==> src/rtl/seg_scan_display.sv <==
// Eight-digit common-anode hex scanner. New data is staged and committed only
// at frame boundaries, so a frame never mixes old and new digits.
module seg_scan_display #(
  parameter int CLK_DIV  = 100000,
  parameter int DIGITS   = 8,
  parameter bit BLANK_LZ = 1'b1
) (
  input  logic        Clk,
  input  logic        Reset,
  input  logic [31:0] Data_In,
  input  logic        Load,
  input  logic [7:0]  Dp_In,
  input  logic        Blank,
  output logic [7:0]  AN,
  output logic [7:0]  SEG,
  output logic        Pending,
  output logic        Frame_Done
);

  localparam int             CW      = $clog2(CLK_DIV);
  localparam logic [CW-1:0]  CNT_MAX = CW'(CLK_DIV - 1);
  localparam logic [2:0]     IDX_MAX = 3'(DIGITS - 1);

  // Active-low {g..a} pattern for one hex nibble.
  function automatic logic [6:0] hex_to_seg(input logic [3:0] nib);
    logic [6:0] pat;
    case (nib)
      4'h0: pat = 7'h40;
      4'h1: pat = 7'h79;
      4'h2: pat = 7'h24;
      4'h3: pat = 7'h30;
      4'h4: pat = 7'h19;
      4'h5: pat = 7'h12;
      4'h6: pat = 7'h02;
      4'h7: pat = 7'h78;
      4'h8: pat = 7'h00;
      4'h9: pat = 7'h10;
      4'hA: pat = 7'h08;
      4'hB: pat = 7'h03;
      4'hC: pat = 7'h46;
      4'hD: pat = 7'h21;
      4'hE: pat = 7'h06;
      4'hF: pat = 7'h0E;
      default: pat = 7'h7F;
    endcase
    return pat;
  endfunction

  logic [CW-1:0] cnt_r;
  logic [2:0]    idx_r;
  logic [31:0]   act_data_r;
  logic [7:0]    act_dp_r;
  logic [31:0]   pend_data_r;
  logic [7:0]    pend_dp_r;
  logic          pending_r;
  logic          frame_done_r;
  logic [7:0]    an_r;
  logic [7:0]    seg_r;

  logic          slot_end_s;
  logic          wrap_s;
  logic [3:0]    nib_s;
  logic          upper_zero_s;
  logic [7:0]    an_nxt_s;
  logic [7:0]    seg_nxt_s;

  // Slot/frame boundary detection and next output pattern from current state.
  always_comb begin
    slot_end_s   = (cnt_r == CNT_MAX);
    wrap_s       = slot_end_s && (idx_r == IDX_MAX);
    nib_s        = act_data_r[{idx_r, 2'b00} +: 4];
    // Digit idx is a leading zero when it and every higher nibble are zero.
    upper_zero_s = ((act_data_r >> {idx_r, 2'b00}) == 32'd0);
    if ((cnt_r == {CW{1'b0}}) || Blank ||
        (BLANK_LZ && (idx_r != 3'd0) && upper_zero_s)) begin
      an_nxt_s = 8'hFF;
    end else begin
      an_nxt_s = ~(8'd1 << idx_r);
    end
    seg_nxt_s = {~act_dp_r[idx_r], hex_to_seg(nib_s)};
  end

  // Prescaler and digit index.
  always_ff @(posedge Clk or negedge Reset) begin
    if (!Reset) begin
      cnt_r <= {CW{1'b0}};
      idx_r <= 3'd0;
    end else if (slot_end_s) begin
      cnt_r <= {CW{1'b0}};
      idx_r <= (idx_r == IDX_MAX) ? 3'd0 : idx_r + 3'd1;
    end else begin
      cnt_r <= cnt_r + CW'(1);
    end
  end

  // Pending stage and frame-boundary commit; a Load on the wrap edge bypasses staging.
  always_ff @(posedge Clk or negedge Reset) begin
    if (!Reset) begin
      act_data_r  <= 32'd0;
      act_dp_r    <= 8'd0;
      pend_data_r <= 32'd0;
      pend_dp_r   <= 8'd0;
      pending_r   <= 1'b0;
    end else if (wrap_s) begin
      pending_r <= 1'b0;
      if (Load) begin
        act_data_r <= Data_In;
        act_dp_r   <= Dp_In;
      end else if (pending_r) begin
        act_data_r <= pend_data_r;
        act_dp_r   <= pend_dp_r;
      end else begin
        act_data_r <= act_data_r;
        act_dp_r   <= act_dp_r;
      end
    end else if (Load) begin
      pend_data_r <= Data_In;
      pend_dp_r   <= Dp_In;
      pending_r   <= 1'b1;
    end else begin
      pending_r <= pending_r;
    end
  end

  // Registered display outputs and frame pulse.
  always_ff @(posedge Clk or negedge Reset) begin
    if (!Reset) begin
      an_r         <= 8'hFF;
      seg_r        <= 8'hFF;
      frame_done_r <= 1'b0;
    end else begin
      an_r         <= an_nxt_s;
      seg_r        <= seg_nxt_s;
      frame_done_r <= wrap_s;
    end
  end

  assign AN         = an_r;
  assign SEG        = seg_r;
  assign Pending    = pending_r;
  assign Frame_Done = frame_done_r;

endmodule

==> config.mk <==
export PLATFORM = sky130hd
export DESIGN_NAME = seg_scan_display
export DESIGN_NICKNAME = d
export VERILOG_FILES = /design/src/rtl/seg_scan_display.sv
export SDC_FILE = /design/constraint.sdc
export NUM_CORES = 1
export LEC_CHECK = 0
export CAP_MARGIN = 20
export CORE_ASPECT_RATIO = 1.75
export CORE_MARGIN = 4
export CORE_UTILIZATION = 50
export DETAILED_ROUTE_END_ITERATION = 8
export PLACE_DENSITY = 0.75
export SKIP_CTS_REPAIR_TIMING = 1
export SYNTH_ARGS = -nofsm -noshare
export SYNTH_HDL_FRONTEND = slang
export SYNTH_SLANG_ARGS = --single-unit
==> constraint.sdc <==
create_clock -name Clk -period 1.99 [get_ports Clk]
set_clock_uncertainty 0.05 [all_clocks]
set_input_delay 0.597 -clock Clk [delete_from_list [all_inputs] [get_ports Clk]]
set_output_delay 0.597 -clock Clk [all_outputs]
set_load 0.05 [all_outputs]
After elaboration in Yosys (flattened, before gate mapping) --
Memories as Yosys holds them, arrays and structs flattened. A register that Yosys moved wholly into a read port is not among the register bits. Cells that the tools add are included.
Operators by class: $add $sub $neg 2, magnitude comparators 1, eq/ne operators 2, shift operators 3, muxes and demuxes 11, bitwise operators 3, reduce and logical (&&, ||, !) cells 12
Operator list (count):
- 32-bit two-way mux | 2
- 32-bit zero test | 1
- 32-bit by 6-bit variable part select with 4-bit output | 1
- 32-bit by 5-bit right shift with 32-bit output | 1
- 8-bit two-way mux | 3
- 17-bit by 1-bit adder with 17-bit output, second input constant | 1
- 17-bit equality test, second input constant | 1
- 17-bit zero test | 1
- 17-bit two-way mux | 1
- 8-bit NOT | 1
- 1-bit by 3-bit << shifter with 8-bit output, first input constant | 1
- 3-bit by 4-bit < comparator with 1-bit output, second input constant | 1
- 2-bit AND reduction | 2
- 2-bit nonzero test | 2
- 3-bit by 1-bit adder with 3-bit output, second input constant | 1
- 1-bit binary-select mux with 3-bit select | 1
- 3-bit equality test, second input constant | 1
- 1-bit two-way mux | 3
- 3-bit two-way mux | 1
- 3-bit nonzero test | 1
- 1-bit logical AND | 2
- 1-bit logical OR | 2
- 1-bit NOT | 2
- 1-bit zero test | 1
Storage, ports and cells: register bits after elaboration 118, memory bits (read-only) 112, input port bits 44, output and inout bits 18, word-level logic and storage cells 45, memories 1
Memory list:
- (no name shown) | depth 16, bits a word 7, read ports 1, clocked after memory_dff 1, write ports 0, RTL line 27 | case (nib)

Logic depth before layout (Yosys ltp) --
Gate-level depths: netlist of the first run.
word-level depth 5, depth in mapped cells 9, depth with buffers taken out 8

Worst setup path before layout of the first run --
Ideal clock, no wire load.
path type register to register, from register cnt_r[0], to register pend_data_r[0], library setup time 0.127 ns, data arrival time 1.953 ns, data required time 1.813 ns, setup slack -0.140 ns, stages on the path, launching flop included 8, buffers on the path 1, period minus slack after synthesis 2.130 ns, cell sequence dfrtp_1 > ha_1 > and4_1 > and2_1 > and3_2 > or2b_4 > buf_12 > mux2_1
On the way: word-level cells in the longest chain between the ends 4
Ends and longest elaborated chain:
- start, declared | RTL line 49 | logic [CW-1:0] cnt_r;
- start signal, assigned | RTL line 86 | cnt_r <= {CW{1'b0}};
- start signal, assigned | RTL line 89 | cnt_r <= {CW{1'b0}};
- start signal, assigned | RTL line 92 | cnt_r <= cnt_r + CW'(1);
- 17-bit equality test | RTL line 69 | slot_end_s = (cnt_r == CNT_MAX);
- 1-bit logical AND | RTL line 70 | wrap_s = slot_end_s && (idx_r == IDX_MAX);
- net wrap_s | RTL line 61 | logic wrap_s;
- 1-bit NOT (no line)
- 2-bit AND reduction (no line)
- end signal, assigned | RTL line 117 | pend_data_r <= Data_In;
- end, declared | RTL line 53 | logic [31:0] pend_data_r;
The timed path passes the listed nets, and every way through them passes these cells. A chain may end at the register's enable or synchronous reset.

Worst setup path after layout of the first run --
from register idx_r[1], to register an_r[7] (netlist: AN[7])
On the way: word-level cells in the longest chain between the ends 5, elaborated cells on any way between the ends 8, classes of those cells 2 x shift; 1 x mux; 1 x bitwise; 4 x reduce/logical
Ends and longest elaborated chain:
- start, declared | RTL line 50 | logic [2:0] idx_r;
- start signal, assigned | RTL line 90 | idx_r <= (idx_r == IDX_MAX) ? 3'd0 : idx_r + 3'd1;
- 32-bit by 5-bit right shift with 32-bit output | RTL line 73 | upper_zero_s = ((act_data_r >> {idx_r, 2'b00}) == 32'd0);
- 32-bit zero test | RTL line 73
- 1-bit logical AND | RTL line 75 | (BLANK_LZ && (idx_r != 3'd0) && upper_zero_s)) begin
- 1-bit logical OR | RTL line 74 | if ((cnt_r == {CW{1'b0}}) || Blank ||
- 8-bit two-way mux * | RTL line 74
- net an_nxt_s[7] | RTL line 64 | logic [7:0] an_nxt_s;
- end signal, assigned | RTL line 132 | an_r <= an_nxt_s;
- end, declared | RTL line 57 | logic [7:0] an_r;
The timed path passes the listed nets; every way through them passes the cells marked *.

==> flow_summary.yaml, run 1 <==
die:
  initial_core_util: 0.511
  die_h_um: 149
  rows: 51
  die_w_um: 88.5
  coreArea_mm2: 0.0111
  pin_count: 62
  die-area_mm2: 0.0132
worst_hold_path:
  min_path_cells: 2
  worstHoldStart: "act_dp_r[0]$_DFFE_PN0P_"
  worstHoldEndpoint: "act_dp_r[0]$_DFFE_PN0P_"
  hp-class: "reg2reg"
finish:
  nets: 660
  fin_util: 0.721
  seq_area_mm2: 0.00298
  syn2layout_area_growth_pct: 41.1
  layout_commonest_cell: "dfrtp_1"
  multiInputGateArea_mm2: 0.00275
  mostFrequentLayoutCells: "100 x dfrtp_1, 53 x nand2_1, 53 x buf_4, 50 x mux2i_1, 41 x clkdlybuf4s50_1"
  layout-drive-gt1-share: 0.307
  final.fill_count: 767
  fin_area_mm2: 0.00800
  fin_cells: 747
  insertedDiodeCount: 0
detailed_routing:
  drt-wirelength-per-cell_um: 18.1
  drt_iter0_markers: 227
  viasPerCell: 5.72
  dr.pass1.iters: 4
  drtAntennaViolNets: 0
  num_vias: 4272
  totalWireLength_um: 13500
  drc: 0
power_and_ir_drop:
  power.share.sequential: 0.410
  power_density_mw_per_mm2: 772
  total_power_w: 0.00617
  clkPwrFrac: 0.524
  comb_power_share: 0.066
  p_sw_w: 0.00127
  power.leakage_nw: 3.66
  p_int_w: 0.00491
  ir_worst_vdd_uv: 668
  sw_frac_of_total: 0.205
synth:
  ys_seq_elements: 118
  synth.top_cells.by_area: "dfrtp_1 45%, mux2i_1 9.5%, mux2_1 7.9%, dfstp_2 7.4%, o21ai_0 4.0%"
  syn_inst: 480
  synth_top_area_frac: 0.450
  synth_top_flop_cell: "dfrtp_1"
  synth_seq_area_share: 0.524
  synthArstFlopShare: 1.00
  syn-num-nets: 537
  synth_cell_type_count: 48
  netlist_area_mm2: 0.00567
  synth_enable_flop_cells: 0
  synth.largest_area_cell: "dfrtp_1"
  avgSynthCellArea_um2: 11.8
  yosysWarnings: 0
setup_path:
  startpoint: "idx_r[1]$_DFFE_PN0N_"
  slowest_delay_ps: 510
  crit_arrival_ps: 2540
  required_ps: 2270
  crit_path_top_delay_cell: "or4_1"
  path_delay_family: "compound AO/OA/AOI/OAI gates"
  path_buf_inv: 2
  r2r-end: "AN[7]$_DFF_PN1_"
  start_kind: "flip-flop"
  timing.rr.start: "idx_r[1]$_DFFE_PN0N_"
  cp_cell_sequence: "clkbuf_16, buf_4, or4_1, a211oi_1, o2111ai_1, a32oi_1"
  worstSetupPathType: "reg2reg"
  path_max_fanout: 7
  worstRegToRegCells: 6
  r2r_setup_slack_ps: -270
  crit_path_end_kind: "flip-flop"
global_routing:
  met1_usage: 0.225
  grt_pass1_wl_um: 20500
  grtUsageMet3: 0.0553
  grt-busiest-layer: "met2"
  grt_max_degree: 68
  gr-total-overflow: 0
  grt_pass1_vias: 4308
  antenna_found_initial: 0
  gr-usage-met2: 0.368
  globalRouteTotalUtil: 0.207
flow_run:
  maxCapViolCount: 0
timing:
  setup_viol: 55
  period_share: 1.14
  fin_crit_ps: 2260
  drv_slew: 0
  worst_pin_slew_ps: 463
  layout_setup_ws_ps: -272
  slew_headroom: 0.687
  rsz0062_at_grt: "yes"
  hold_viol: 0
  fmax_mhz: 442
place:
  dp.cells: 702
  place.gp.congestion: 0.886
  dpl_cell_area_mm2: 0.00696
  dp_hpwl_um: 8780
  io_buffers: 61
clock_network:
  clock_sinks: 118
  insertion_delay_ps: 410
  cts_tree: "yes"
  clock-root-buffer: "clkbuf_16"
  cts_max_level: 4
  cts_buffers: 17
  path_clk_slew_ps: 50
  cts.path.max_buffers: 2
outcome:
  violations: "negative setup slack"
  status: "complete, but fails checks"
-- synth_stat cells (2+ instances only) --
library cell / number
clkbuf_1: 15
nor2_1: 21
or4_1: 2
mux4_2: 8
a211oi_1: 2
and3_1: 2
nand2_1: 54
dfstp_2: 16
nand3_1: 12
xor2_1: 7
clkinv_1: 2
a21oi_1: 4
ha_1: 13
a32oi_1: 2
mux2i_1: 54
a22o_1: 3
and2_1: 4
nor4_1: 7
nand4_1: 9
a21o_1: 2
or3_1: 2
mux2_1: 40
o21ai_0: 45
nor2b_1: 3
dfrtp_1: 102
buf_12: 4
o211ai_1: 2
buf_4: 2
buf_2: 5
inv_1: 7
nor3_1: 5
xnor2_1: 8
-- cells by family (layout without fill, tap and decap cells) --
family,Yosys count,after routing,synth area share
and+or+nand+nor,129,129,0.110
DFF,118,118,0.524
muxes,102,102,0.207
AOI/OAI and AO/OA,68,68,0.0704
buffers and inverters,35,170,0.0371
xor gates and xnor gates,15,15,0.0232
adders and majority gates,13,13,0.0287
-- per-layer routing --
layer,part of all wire,vias up
met5,0,-
met2,0.55,126
li1,-,1971
met4,0.032,0
met1,0.37,2135
met3,0.043,40
-- worst max path at each step --
stage / slack, ps / endpoint / cells after the start
floorplan: -70 / pend_data_r[0]$_DFFE_PN0P_ / 6
global placement: -200 / SEG[6]$_DFF_PN1_ / 8
detailed placement: -210 / SEG[0]$_DFF_PN1_ / 6
CTS: -260 / SEG[0]$_DFF_PN1_ / 6
global route: -340 / AN[7]$_DFF_PN1_ / 6
finish: -270 / AN[7]$_DFF_PN1_ / 6
-- metrics by stage --
stage          setup WS [ps]  hold WS (ps)  TNS [ps]
4_1_cts                 -257         -72.9    -10390
5_1_grt                 -341           457    -12260
3_3_place_gp            -203           368     -7570
6_report                -272           433     -8690
3_5_place_dp            -213           366     -9020
2_1_floorplan          -68.3           251     -2730
-- final cells by class --
cell class,count,share of cell area
sequential,118,0.372
multi-input combinational,327,0.343
timing repair buffer,130,0.182
clock buffer,23,0.0597
tap,132,0.0206
clock inverter,8,0.0183
inverter,9,0.00422
-- sequential cells by signal (all words and copies together), names as in the netlist --
name and flops:
cnt_r 17, Pending 1, pend_data_r 32, act_dp_r 8, SEG 8, act_data_r 32, idx_r 3, pend_dp_r 8
Frame_Done 1, AN 8
-- power by group through the flow --
stage          logic, W  clock network (W)  registers [W]
6_report       0.000408            0.00324        0.00253
3_5_place_dp   0.000368                  0        0.00257
4_1_cts        0.000372            0.00326        0.00253
2_1_floorplan  0.000173                  0        0.00256
5_1_grt        0.000447            0.00339        0.00254
3_3_place_gp   0.000356                  0        0.00256
-- tightest hold or removal path, delay by kind of cell, from the launching register on --
kind | cells | cell delay, ps
flops | 1 | 340
compound gates | 1 | 60
simple gates | 1 | 50
Note: power is estimated with default switching activity, not from simulation.
==> inputs of run 2 (changes only) <==
--- a/config.mk
+++ b/config.mk
@@ -11,6 +11,7 @@
 export CORE_UTILIZATION = 50
 export DETAILED_ROUTE_END_ITERATION = 8
 export PLACE_DENSITY = 0.75
+export REMOVE_ABC_BUFFERS = 1
 export SKIP_CTS_REPAIR_TIMING = 1
 export SYNTH_ARGS = -nofsm -noshare
 export SYNTH_HDL_FRONTEND = slang
==> run 2 against run 1 <==
The run still ends with negative setup slack left; cell count up 1.3%; combinational power up 11%; core utilization up 2.7 points; via count up 5.7%; global-route usage up 0.089 points; first-iteration DRC count up 35%; critical path depth unchanged; non-clock buffer count up 9; count of clock-buffer cells in the layout down 2; critical endpoint is now pend_data_r[14]$_DFFE_PN0P_; largest power group unchanged.
==> flow_summary.yaml, run 2 (synthesis results as in run 1) <==
finish:
  fin_area_mm2: 0.00831
  nets: 669
  multiInputGateArea_mm2: 0.00284
  largest_registers: "act_data_r x32, pend_data_r x32, cnt_r x17"
  insertedDiodeCount: 0
  seq_area_mm2: 0.00297
  syn2layout_area_growth_pct: 46.5
  layout-drive-gt1-share: 0.349
  layout_commonest_cell: "dfrtp_1"
  final.fill_count: 664
  mostFrequentLayoutCells: "101 x dfrtp_1, 55 x buf_4, 54 x nand2_1, 48 x mux2i_1, 42 x o21ai_0"
clock_network:
  cts_max_level: 4
  cts_buffers: 17
  clock-root-buffer: "clkbuf_16"
  cts_tree: "yes"
  insertion_delay_ps: 410
  clock_sinks: 118
  path_clk_slew_ps: 60
  cts.path.max_buffers: 2
global_routing:
  antenna_found_initial: 0
  globalRouteTotalUtil: 0.208
  grt_max_degree: 81
  gr-total-overflow: 0
  grt_pass1_wl_um: 20900
  grt_pass1_vias: 4399
power_and_ir_drop:
  p_int_w: 0.00508
  power.share.sequential: 0.394
  power.leakage_nw: 3.82
  comb_power_share: 0.070
  sw_frac_of_total: 0.210
  clkPwrFrac: 0.535
  ir_worst_vdd_uv: 806
  p_sw_w: 0.00135
  power_density_mw_per_mm2: 774
  total_power_w: 0.00643
timing:
  period_share: 1.15
  hold_viol: 0
  fmax_mhz: 438
  slew_headroom: 0.584
  worst_pin_slew_ps: 618
  rsz0062_at_grt: "yes"
  final.setup.tns_ps: -12460
  drv_slew: 0
  fin_crit_ps: 2280
  setup_viol: 58
  layout_setup_ws_ps: -293
detailed_routing:
  drc: 0
  totalWireLength_um: 16100
  drt-wirelength-per-cell_um: 21.3
  drt_iter0_markers: 307
  drtAntennaViolNets: 0
  dr.pass1.iters: 5
  viasPerCell: 5.97
  num_vias: 4516
setup_path:
  worstSetupPathDepth: 6
  startpoint: "cnt_r[11]$_DFF_PN0_"
  crit_path_end_kind: "flip-flop"
  path_delay_family: "simple AND/OR/NAND/NOR gates"
  path_max_fanout: 10
  slowest_delay_ps: 550
  r2r_setup_slack_ps: -290
  path_buf_inv: 1
  timing.rr.start: "cnt_r[11]$_DFF_PN0_"
  start_kind: "flip-flop"
  worstSetupPathType: "reg2reg"
  worstRegToRegCells: 6
  crit_arrival_ps: 2530
  cp_cell_sequence: "or4_4, nor3_4, and3_4, or2b_4, buf_12, mux2_1"
  crit_path_top_delay_cell: "or4_4"
  required_ps: 2240
  r2r-end: "pend_data_r[14]$_DFFE_PN0P_"
die:
  coreArea_mm2: 0.0111
  die_h_um: 149
  rows: 51
  die_w_um: 88.5
  die-area_mm2: 0.0132
  pin_count: 62
  initial_core_util: 0.511
place:
  pre_cts_ws_ps: -244
  io_buffers: 61
  dp_hpwl_um: 8730
  dpl_cell_area_mm2: 0.00692
  place.gp.congestion: 0.938
worst_hold_path:
  hp-class: "in2async"
outcome:
  status: "complete, but fails checks"
  violations: "negative setup slack"
flow_run:
  maxCapViolCount: 0
==> run 2: cell types whose count changed in the layout (fill, tap and decap cells not counted), sizes merged <==
cell / delta
buf: +5
clkbuf: +3
clkinvlp: +2
bufinv: +1
clkinv: -1
dlygate4sd3: -1
inv: +1
==> run 2: worst reg2reg max path, stage by stage (launching register included) <==
cell	delay, ps
dfrtp_1	380
or4_4	550
nor3_4	170
and3_4	220
or2b_4	250
buf_12	190
mux2_1	340
==> run 2: layout make-up <==
cell class | count | area share
inverter | 9 | 0.00437
timing repair buffer | 139 | 0.196
clock inverter | 11 | 0.0235
tap | 132 | 0.0199
clock buffer | 21 | 0.0566
multi-input combinational | 327 | 0.341
sequential | 118 | 0.358
==> run 2: power by group through the flow <==
stage	clock network [W]	registers (W)	logic, W
2_1_floorplan	0	0.00256	0.000137
3_3_place_gp	0	0.00256	0.000354
3_5_place_dp	0	0.00257	0.000367
4_1_cts	0.00343	0.00253	0.000369
5_1_grt	0.00359	0.00254	0.000485
6_report	0.00344	0.00254	0.000453
==> run 2: worst max-delay path by stage <==
stage | end
floorplan | act_data_r[0]$_DFFE_PN0P_
global placement | pend_data_r[13]$_DFFE_PN0P_
detailed placement | pend_data_r[5]$_DFFE_PN0P_
CTS | pend_data_r[25]$_DFFE_PN0P_
global route | AN[2]$_DFF_PN1_
finish | pend_data_r[14]$_DFFE_PN0P_
==> run 2: stage by stage <==
step	hold slack (ps)	cells	utilization
after floorplan	251	454	-
after global placement	411	701	0.623
after detailed placement	421	701	0.623
after CTS	61.3	733	0.683
after global routing	75.6	757	0.748
final	56.7	757	0.748
==> run 2: routing by layer <==
metal  share of wire  global-route usage
met1            0.34               0.224
met2            0.55               0.375
met3           0.052              0.0514
met4           0.058              0.0862
met5               0                   0
==> inputs of run 3 (changes only) <==
--- a/config.mk
+++ b/config.mk
@@ -10,7 +10,7 @@
 export CORE_MARGIN = 4
 export CORE_UTILIZATION = 50
 export DETAILED_ROUTE_END_ITERATION = 8
-export PLACE_DENSITY = 0.75
+export PLACE_DENSITY = 0.72
 export REMOVE_ABC_BUFFERS = 1
 export SKIP_CTS_REPAIR_TIMING = 1
 export SYNTH_ARGS = -nofsm -noshare
==> constraint.sdc (replaced) <==
create_clock -name Clk -period 2.95 [get_ports Clk]
set_clock_uncertainty 0.05 [all_clocks]
set_input_delay 0.885 -clock Clk [delete_from_list [all_inputs] [get_ports Clk]]
set_output_delay 0.885 -clock Clk [all_outputs]
set_load 0.05 [all_outputs]
==> run 3 against run 2 <==
The run now ends clean; count of clock-buffer cells in the layout down 2; critical path type is now reg2out; via count down 15%; first-iteration DRC count down 40%; die area unchanged; combinational power down 50%; worst setup slack better by 590 ps; sequential power down 33%; worst hold slack better by 380 ps.
==> flow_summary.yaml, run 3 (synthesis results as in run 1) <==
outcome:
  status: "completed"
setup_path:
  worstSetupPathType: "reg2out"
  crit_path_end_kind: "primary output"
  required_ps: 2020
  path_buf_inv: 1
  crit_arrival_ps: 1720
  r2r_setup_slack_ps: 390
  cp_cell_sequence: "clkdlybuf4s50_1"
  path_max_fanout: 1
  slowest_delay_ps: 790
  path_delay_family: "buffers and inverters"
  crit_path_top_delay_cell: "clkdlybuf4s50_1"
  start_kind: "flip-flop"
finish:
  largest_registers: "act_data_r x32, pend_data_r x32, cnt_r x17"
  insertedDiodeCount: 0
  layout_commonest_cell: "dfrtp_1"
  syn2layout_area_growth_pct: 23.6
  mostFrequentLayoutCells: "102 x dfrtp_1, 59 x clkdlybuf4s50_1, 54 x mux2i_1, 54 x nand2_1, 45 x o21ai_0"
  layout-drive-gt1-share: 0.129
  nets: 601
clock_network:
  cts.path.max_buffers: 2
  clock_sinks: 118
  cts_buffers: 17
  cts_tree: "yes"
  insertion_delay_ps: 410
  cts_max_level: 4
  clock-root-buffer: "clkbuf_16"
  path_clk_slew_ps: 50
die:
  die_h_um: 149
  rows: 51
  pin_count: 62
  initial_core_util: 0.511
  die-area_mm2: 0.0132
  coreArea_mm2: 0.0111
  die_w_um: 88.5
global_routing:
  grt_pass1_vias: 4031
  antenna_found_initial: 0
  globalRouteTotalUtil: 0.191
  grt_max_degree: 119
  gr-total-overflow: 0
  grt_pass1_wl_um: 19300
place:
  io_buffers: 61
  place.gp.congestion: 0.873
  dp_hpwl_um: 8220
power_and_ir_drop:
  power.share.sequential: 0.416
  total_power_w: 0.00409
  comb_power_share: 0.056
  p_sw_w: 0.000843
  p_int_w: 0.00325
  ir_worst_vdd_uv: 404
  clkPwrFrac: 0.528
  power_density_mw_per_mm2: 584
  power.leakage_nw: 3.11
  sw_frac_of_total: 0.206
detailed_routing:
  drt_iter0_markers: 184
  num_vias: 3838
  viasPerCell: 5.57
  drc: 0
  drt-wirelength-per-cell_um: 17.0
  dr.pass1.iters: 4
  totalWireLength_um: 11700
  drtAntennaViolNets: 0
timing:
  fin_crit_ps: 2660
  fmax_mhz: 376
  slew_headroom: 0.509
  worst_pin_slew_ps: 736
  rsz0062_at_grt: "no"
  setup_viol: 0
  drv_slew: 0
  whs_ps: 436
  period_share: 0.901
  hold_viol: 0
flow_run:
  maxCapViolCount: 0
worst_hold_path:
  hp-class: "reg2reg"
==> run 3: cell types whose count changed in the layout (fill, tap and decap cells not counted), moves of 6 or more <==
cell and change:
buf_4 -47, ha_1 +6, buf_12 -23, mux2_4 -29, clkbuf_16 -7, buf_6 -8
clkdlybuf4s50_1 +18, mux2i_1 +6, mux2_1 +29
==> run 3: final cells by class <==
type,instances,area [um2]
multi-input cells,327,2490
clock inverters,13,179
clock buffers,19,453
flip-flops and latches,118,2970
inverters,9,33.8
fillers,877,4100
well taps,132,165
repair buffers,71,716
==> run 3: metal layers <==
metal,GRT usage,part of all wire,wire length [um]
met4,0.0772,0.014,163
met3,0.0359,0.030,349
met2,0.358,0.57,6720
met1,0.204,0.38,4480
met5,0,0,0
==> run 3: path summary, 6_finish.rpt <==
| path | startpoint | end | depth (start not counted) |
|---|---|---|---|
| min | pend_data_r[28]$_DFFE_PN0P_ | pend_data_r[28]$_DFFE_PN0P_ | 1 |
| max | SEG[7]$_DFF_PN1_ | SEG[7] | 1 |
| max reg2reg | idx_r[1]$_DFFE_PN0N_ | AN[3]$_DFF_PN1_ | 6 |
| min in group asynchronous | Reset | pend_data_r[4]$_DFFE_PN0P_ | 2 |
| min reg2reg | pend_data_r[28]$_DFFE_PN0P_ | pend_data_r[28]$_DFFE_PN0P_ | 1 |
| max in group asynchronous | Reset | idx_r[1]$_DFFE_PN0N_ | 2 |
==> run 3: power by group through the flow <==
stage	sequential (W)	clock, W	combinational, W
after global placement	0.00173	0	0.000230
after detailed placement	0.00173	0	0.000235
after global routing	0.00171	0.00227	0.000254
after floorplan	0.00173	0	0.0000922
final	0.00170	0.00216	0.000228
after CTS	0.00170	0.00220	0.000236
==> run 3: metrics by stage <==
step	util	instances	setup TNS, ps	setup slack (ps)	instance area, um2
2_1_floorplan	-	454	-17750	-444	5490
3_3_place_gp	0.574	657	0	500	6370
3_5_place_dp	0.574	657	0	392	6370
4_1_cts	0.631	689	0	270	7010
5_1_grt	0.631	689	0	151	7010
6_report	0.631	689	0	293	7010
